`config.mk`:
```
export PLATFORM = sky130hd
export DESIGN_NAME = regfile_hilo
export DESIGN_NICKNAME = d
export VERILOG_FILES = /design/src/rtl/cpu_pkg.sv /design/src/rtl/regfile_hilo_hilo_reg.sv /design/src/rtl/regfile_hilo.sv
export SDC_FILE = /design/constraint.sdc
export NUM_CORES = 2
export LEC_CHECK = 0
export BUFFER_PORTS_ARGS = -buffer_cell sky130_fd_sc_hd__buf_4
export CAP_MARGIN = 30
export CORE_UTILIZATION = 45
export DETAILED_ROUTE_END_ITERATION = 6
export MAX_ROUTING_LAYER = met4
export PLACE_DENSITY = 0.74
export SYNTH_ARGS = -nofsm -noshare
export SYNTH_HDL_FRONTEND = slang
export SYNTH_SLANG_ARGS = --single-unit
```
`constraint.sdc`:
```
create_clock -name clk -period 2.4 [get_ports clk]
set_clock_uncertainty 0.1 [all_clocks]
set_input_delay 0.36 -clock clk [delete_from_list [all_inputs] [get_ports clk]]
set_output_delay 0.36 -clock clk [all_outputs]
set_load 0.05 [all_outputs]
```
`src/rtl/cpu_pkg.sv`:
```
// Shared CPU-wide constants: datapath width, GPR addressing and symbolic register indices.
package cpu_pkg;

  localparam int DATA_W     = 32;
  localparam int REG_ADDR_W = 5;

  typedef logic [DATA_W-1:0]     word_t;
  typedef logic [REG_ADDR_W-1:0] reg_addr_t;

  localparam reg_addr_t REG_ZERO = 5'd0;
  localparam reg_addr_t REG_SP   = 5'd29;
  localparam reg_addr_t REG_RA   = 5'd31;

  // Forwarding is only legal when built in and the register file is not being cleared.
  function automatic logic fwd_enable(input logic bypass, input logic rst);
    return bypass && !rst;
  endfunction

endpackage

```
`src/rtl/regfile_hilo_hilo_reg.sv`:
```
// One HI or LO special register: sync-reset storage with an optional same-cycle write forward.
module hilo_reg #(
  parameter int DATA_W = 32,
  parameter bit BYPASS = 1'b1
) (
  input  logic              clk,
  input  logic              rst,
  input  logic              wena,
  input  logic [DATA_W-1:0] wdata,
  output logic [DATA_W-1:0] rdata
);
  import cpu_pkg::*;

  logic [DATA_W-1:0] value;
  logic              fwd;

  always_ff @(posedge clk) begin
    if (rst) begin
      value <= '0;
    end else if (wena) begin
      value <= wdata;
    end
  end

  assign fwd   = fwd_enable(BYPASS, rst) && wena;
  assign rdata = fwd ? wdata : value;

endmodule

```
`src/rtl/regfile_hilo.sv`:
```
// 32-entry GPR file plus HI/LO for the MIPS pipeline: write-back commits on the edge,
// decode reads combinationally with optional same-cycle forwarding; debug port reads storage only.
module regfile_hilo #(
  parameter int DATA_W = cpu_pkg::DATA_W,
  parameter int ADDR_W = cpu_pkg::REG_ADDR_W,
  parameter bit BYPASS = 1'b1
) (
  input  logic              clk,
  input  logic              rst,
  input  logic              rd_wena,
  input  logic [ADDR_W-1:0] rd_waddr,
  input  logic [DATA_W-1:0] rd_wdata,
  input  logic              hi_wena,
  input  logic              lo_wena,
  input  logic [DATA_W-1:0] hi_wdata,
  input  logic [DATA_W-1:0] lo_wdata,
  input  logic [ADDR_W-1:0] rs_raddr,
  input  logic [ADDR_W-1:0] rt_raddr,
  output logic [DATA_W-1:0] rs_rdata,
  output logic [DATA_W-1:0] rt_rdata,
  output logic [DATA_W-1:0] hi_rdata,
  output logic [DATA_W-1:0] lo_rdata,
  input  logic [ADDR_W-1:0] dbg_raddr,
  output logic [DATA_W-1:0] dbg_rdata
);
  import cpu_pkg::*;

  localparam int DEPTH = 2 ** ADDR_W;

  logic [DATA_W-1:0] mem [DEPTH];
  logic              gpr_we;
  logic              gpr_fwd;
  logic              rs_hit;
  logic              rt_hit;
  logic              rs_zero;
  logic              rt_zero;
  logic              dbg_zero;

  assign gpr_we = rd_wena && (rd_waddr != '0);

  always_ff @(posedge clk) begin
    if (rst) begin
      for (int i = 0; i < DEPTH; i++) begin
        mem[i] <= '0;
      end
    end else if (gpr_we) begin
      mem[rd_waddr] <= rd_wdata;
    end
  end

  // r0 is forced to zero on the read side so it holds even before the first reset.
  assign rs_zero  = (rs_raddr == '0);
  assign rt_zero  = (rt_raddr == '0);
  assign dbg_zero = (dbg_raddr == '0);

  assign gpr_fwd = fwd_enable(BYPASS, rst) && gpr_we;
  assign rs_hit  = gpr_fwd && (rs_raddr == rd_waddr);
  assign rt_hit  = gpr_fwd && (rt_raddr == rd_waddr);

  assign rs_rdata  = rs_zero  ? '0 : (rs_hit ? rd_wdata : mem[rs_raddr]);
  assign rt_rdata  = rt_zero  ? '0 : (rt_hit ? rd_wdata : mem[rt_raddr]);
  assign dbg_rdata = dbg_zero ? '0 : mem[dbg_raddr];

  hilo_reg #(
    .DATA_W (DATA_W),
    .BYPASS (BYPASS)
  ) u_hi (
    .clk   (clk),
    .rst   (rst),
    .wena  (hi_wena),
    .wdata (hi_wdata),
    .rdata (hi_rdata)
  );

  hilo_reg #(
    .DATA_W (DATA_W),
    .BYPASS (BYPASS)
  ) u_lo (
    .clk   (clk),
    .rst   (rst),
    .wena  (lo_wena),
    .wdata (lo_wdata),
    .rdata (lo_rdata)
  );

endmodule

```
== Yosys cells after proc, flatten, opt, wreduce, memory -nomap -nowiden ==
Memories as Yosys holds them, arrays and structs flattened.
Index checks and enable logic that the tools add are counted.

* Register bits: 64
* Bits in latches: 0
* RAM bits: 1,024
* Bits in read-only memories: 0
* Input bits: 121
* Output and inout bits: 160
* Word-level logic and storage cells: 32
* Memories kept: 1

{| class="wikitable"
|+ Memory list
! name !! depth !! width !! rd ports !! clocked after Yosys merged registers in !! write ports !! line !! source
|-
| mem || 32 || 32 || 3 || 0 || 32 || regfile_hilo.sv:30 || <nowiki>logic [DATA_W-1:0] mem [DEPTH];</nowiki>
|}

* Add/subtract/negate cells: 0
* Multipliers: 0
* Div/mod/pow operators: 0
* Order comparisons: 0
* Eq/ne operators: 2
* Shift-type cells: 0
* Muxes and demuxes: 15
* Bitwise gates (word level): 0
* Reductions and logical operators: 12

{| class="wikitable"
|+ Operators by type and width
! cell !! number
|-
| $mux 32 || 8
|-
| $reduce_or 32->1 || 1
|-
| $logic_not 5->1 || 3
|-
| $eq 5x5->1 || 2
|-
| $logic_and 1x1->1 || 6
|-
| $mux 1 || 6
|-
| $mux 5 || 1
|-
| $reduce_bool 5->1 || 1
|-
| $logic_not 1->1 || 1
|}

== Logic depth before layout (Yosys ltp) ==
* Depth after elaboration: 7
* Gate-level depth with buffers: 9
* Mapped depth without buffers: 5

== Modules after synthesis ==
Synthesis repeated with hierarchy kept, for this count alone.

* Cells, all modules: 4,812
* Area, all modules: 67,048.1 sq um

{| class="wikitable"
|+ By module, submodules not included
! module !! times used !! cells an instance !! area each (sq um) !! sequential area each (sq um)
|-
| regfile_hilo || 1 || 4,530 || 63,737.4 || 30,749.5
|-
| hilo_reg || 2 || 141 || 1,655.3 || 640.6
|}

== Worst setup path before layout ==
No wires, ideal clock.

* Path type: input to output
* Start point: in rd_waddr[2]
* End point: out rs_rdata[10]
* Arrival: 2,456 ps
* Required time: 1,940 ps
* Setup slack: -516 ps
* Stages on the path: 7
* Path buffers: 3
* Cells stage by stage: buf_4 > or3_1 > o31ai_1 > buf_2 > buf_2 > o31ai_1 > a21oi_1

* Word-level cells in the longest chain between the ends: 6
* Elaborated cells on any way between the ends: 7
* Classes of those cells: 1 x eq/ne; 2 x mux; 4 x reduce/logical

{| class="wikitable"
|+ Ends and longest elaborated chain
! what !! line !! source
|-
| start: declaration || regfile_hilo.sv:11 || <nowiki>input logic [ADDR_W-1:0] rd_waddr,</nowiki>
|-
| $reduce_bool 5->1 || regfile_hilo.sv:39 || <nowiki>assign gpr_we = rd_wena && (rd_waddr != '0);</nowiki>
|-
| $logic_and 1x1->1 || regfile_hilo.sv:39 ||
|-
| $logic_and 1x1->1 || regfile_hilo.sv:56 || <nowiki>assign gpr_fwd = fwd_enable(BYPASS, rst) && gpr_we;</nowiki>
|-
| $logic_and 1x1->1 * || regfile_hilo.sv:57 || <nowiki>assign rs_hit = gpr_fwd && (rs_raddr == rd_waddr);</nowiki>
|-
| $mux 32 * (2 in series) || regfile_hilo.sv:60 || <nowiki>assign rs_rdata = rs_zero ? '0 : (rs_hit ? rd_wdata : mem[rs_raddr]);</nowiki>
|-
| end: declaration || regfile_hilo.sv:19 || <nowiki>output logic [DATA_W-1:0] rs_rdata,</nowiki>
|}

Every way passes the cells marked *; elsewhere a longest branch is shown, timed or not.

==> results.txt <==
Lkg Pwr -> 32.4 nW
Post-Synth XOR/XNOR Area -> 0.130%
DRC viols -> 3
first-pass GRT wire length -> 401000 um
CTS tree -> yes
Core ar. -> 148000 um^2
Seq/Total Area, Yosys -> 47.5%
type of the worst min-delay path -> in -> reg
final core occ -> 57.6%
Worst R2R Start -> u_lo.value[5]
Max Freq -> 302 MHz
CTS Sinks -> 1088
ys flop type -> edfxtp_1
number of CTS-inserted buffers -> 119
Slew Limit Fails -> 0
Worst Reg-to-Reg Cells -> 3
# H-tree levels -> 3
largest family of logic cells by synthesized area -> multiplexers
register bit total from synthesis -> 1088
vias in the first global route -> 53600
VDD IR-drop max -> 0.642 mV
Total Power -> 53.9 mW
share of the synthesized area in the top cell type -> 45.6%
largest cells by area after synthesis -> edfxtp_1 (46%), mux4_2 (17%), mux2i_1 (11%)
post-synthesis adder-cell area fraction -> 0%
Reg2Reg Capture Point -> u_lo.value[5]
Critical Path End Type -> output pin
library cells used by synthesis -> 40
CTS clk-pin slew, worst paths -> 0.06 ns
synthesized area per cell -> 13.4 um^2
hold path startpoint -> rd_wdata[11]
Layout Cells excl Fill -> 7910
failing checks -> design-rule violations, negative setup slack
MaxCap Viol Count -> 0
fraction of registers with async set/reset -> 0%
WP data arrival -> 2.85 ns
relative slew slack -> 45.0%
Detail Placement HPWL -> 190000 um
final worst slack -> -0.913 ns
area taken by multi-input logic gates -> 34700 um^2
Die Y -> 389 um
via count -> 54400
worst slack at placement -> -0.669 ns
Compound-Gate Fraction of Synth Area -> 8.22%
drt via density -> 6.88
worst endpoint required time -> 1.94 ns
GPL Wtd Cong -> 1.03
initial antenna violation count -> 44
gr usage total -> 38.8%
setup TNS -> -57.38 ns
mux contribution to synthesized area -> 29.5%
fin crit period -> 3.31 ns
RSZ-0062 raised after global routing -> true
largest net degree at the start of global routing -> 49
io pins -> 281
drt wl/cell -> 36.7 um
CP Launch Type -> flip-flop
row cnt -> 141
status -> finished, violations left
Hold EP -> mem[4][11]
share of cells above drive strength 1 -> 35.7%
Nets -> 5884
fin crit share -> 138%
first drt pass iteration count -> 6
synth warn -> 0
Initial DRC Count -> 9065
Synth Area in Simple Gates -> 10.6%
filler instances -> 11400
Total Wirelength -> 290000 um
Worst Tran Pin Value -> 0.821 ns
dpl cells -> 7414
CTS root buf -> clkbuf_16
Final Hold Vio Count -> 0
Mapped Cells -> 5049
top cell type by total area after synthesis -> edfxtp_1
number of flops mapped to enable cells by yosys -> 1024
setup violators final -> 96
DIE WIDTH -> 389 um
Crit Path Max Fanout -> 3
setup slack, reg-to-reg -> 1.06 ns
CTS max path bufs -> 3
area delta synth->final -> 26.7%
Die ar. -> 152000 um^2
IO Port Bufs -> 280
GRT Residual Overflow -> 0
ANT nets after route -> 0
critical path class -> reg -> out
hold depth -> 2
Power Dens Cells -> 630 nW/um^2
Clk Latency, worst-skew pair -> 0.80 ns
Post-Syn Area -> 67500 um^2
Reg area -> 32000 um^2
initial core utilization -> 45.5%
## routing by layer
layer	global-route usage [%]	share of wire, %
met2	54.6	42
met3	14.0	16
met5	-	0
met4	27.4	8.8
met1	46.1	33
## flip-flops by register name (all words and copies together) (netlist names)
name / flops
mem: 1024
u_hi.value: 32
u_lo.value: 32
## final cells by class
class | count | share of cell area [%]
repair buffers | 1132 | 14.2
flip-flops and latches | 1088 | 37.5
well taps | 2002 | 2.93
inverters | 33 | 0.148
diodes | 45 | 0.132
multi-input cells | 3389 | 40.5
clock buffers | 143 | 3.66
clock inverters | 78 | 0.925
## synth_stat cells, types with 5 or more instances
library cell,n
or2_2,31
buf_1,35
inv_1,33
buf_6,10
xnor2_1,6
a21oi_1,190
a211o_1,64
dfxtp_1,64
mux2_2,64
edfxtp_1,1024
buf_2,109
nand3b_1,5
o31ai_1,65
nand2_1,38
a22oi_1,320
o21a_1,64
o211ai_1,62
o21ai_1,32
nor2b_1,10
clkbuf_1,354
and2_1,994
buf_4,60
mux2i_1,768
mux4_2,512
nor2_1,103
## worst max-delay path, stage by stage (launching register included)
cell      delay, ns
edfxtp_1       0.43
mux4_2         0.48
o211ai_1       0.67
o21a_1         0.24
a21oi_4        0.09
buf_6          0.17
## stage by stage
| step | hold slack (ns) | cell area, um^2 |
|---|---|---|
| floorplan | 0.356 | 69000 |
| global placement | 0.368 | 78500 |
| detailed placement | 0.378 | 78500 |
| CTS | 0.000104 | 85000 |
| global route | 0.0185 | 85500 |
| finish | 0.0165 | 85500 |
## layout by cell type (no fill, tap or decap), types with 12 or more instances in the layout
| cell | count |
|---|---|
| a211o_1 | 62 |
| a21oi_1 | 116 |
| a21oi_4 | 65 |
| a22oi_1 | 312 |
| and2_1 | 992 |
| buf_12 | 234 |
| buf_4 | 699 |
| buf_6 | 91 |
| buf_8 | 26 |
| bufinv_16 | 12 |
| clkbuf_1 | 21 |
| clkbuf_16 | 122 |
| clkinv_1 | 27 |
| clkinv_2 | 12 |
| conb_1 | 32 |
| dfxtp_1 | 64 |
| diode_2 | 45 |
| dlygate4sd3_1 | 82 |
| edfxtp_1 | 1024 |
| inv_2 | 24 |
| mux2_2 | 64 |
| mux2i_1 | 753 |
| mux4_2 | 512 |
| nand2_2 | 32 |
| nor2_1 | 68 |
| nor2_4 | 35 |
| o211ai_1 | 62 |
| o21a_1 | 55 |
| o21ai_4 | 29 |
| o31ai_1 | 64 |
| or2_2 | 31 |
## worst max-delay path by stage
stage | from | slack [ns] | to | cells after the start
after floorplan | dbg_raddr[0] | -0.18 | dbg_rdata[0] | 7
after global placement | rt_raddr[0] | -0.68 | rt_rdata[19] | 8
after detailed placement | rt_raddr[0] | -0.67 | rt_rdata[19] | 8
after CTS | mem[30][19] | -0.82 | rt_rdata[19] | 5
after global routing | mem[30][19] | -0.93 | rt_rdata[19] | 5
final | mem[30][19] | -0.91 | rt_rdata[19] | 5
## timing repair
action	in CTS	in global routing
pin swaps	137	81
hold buffers	82	0
setup buffers	123	37
gates resized for setup	236	57
endpoints found under the setup margin	128	119
endpoints found under the hold margin	141	0
## power breakdown
group	internal, mW	switching, mW	leakage (nW)
combinational	5.24	7.11	20.2
sequential	21.8	0.775	10.3
clock	10.6	8.32	1.90
## cells by family (layout without fill, tap and decap cells)
group,count (synthesis),count (layout)
other,1,77
XOR/XNOR,10,10
flip-flops,1088,1088
multiplexers,1344,1344
AND/OR/NAND/NOR,1201,1201
buffers and inverters,603,1386
AO/OA/AOI/OAI,802,802
Note: power is estimated with default switching activity, not from simulation.
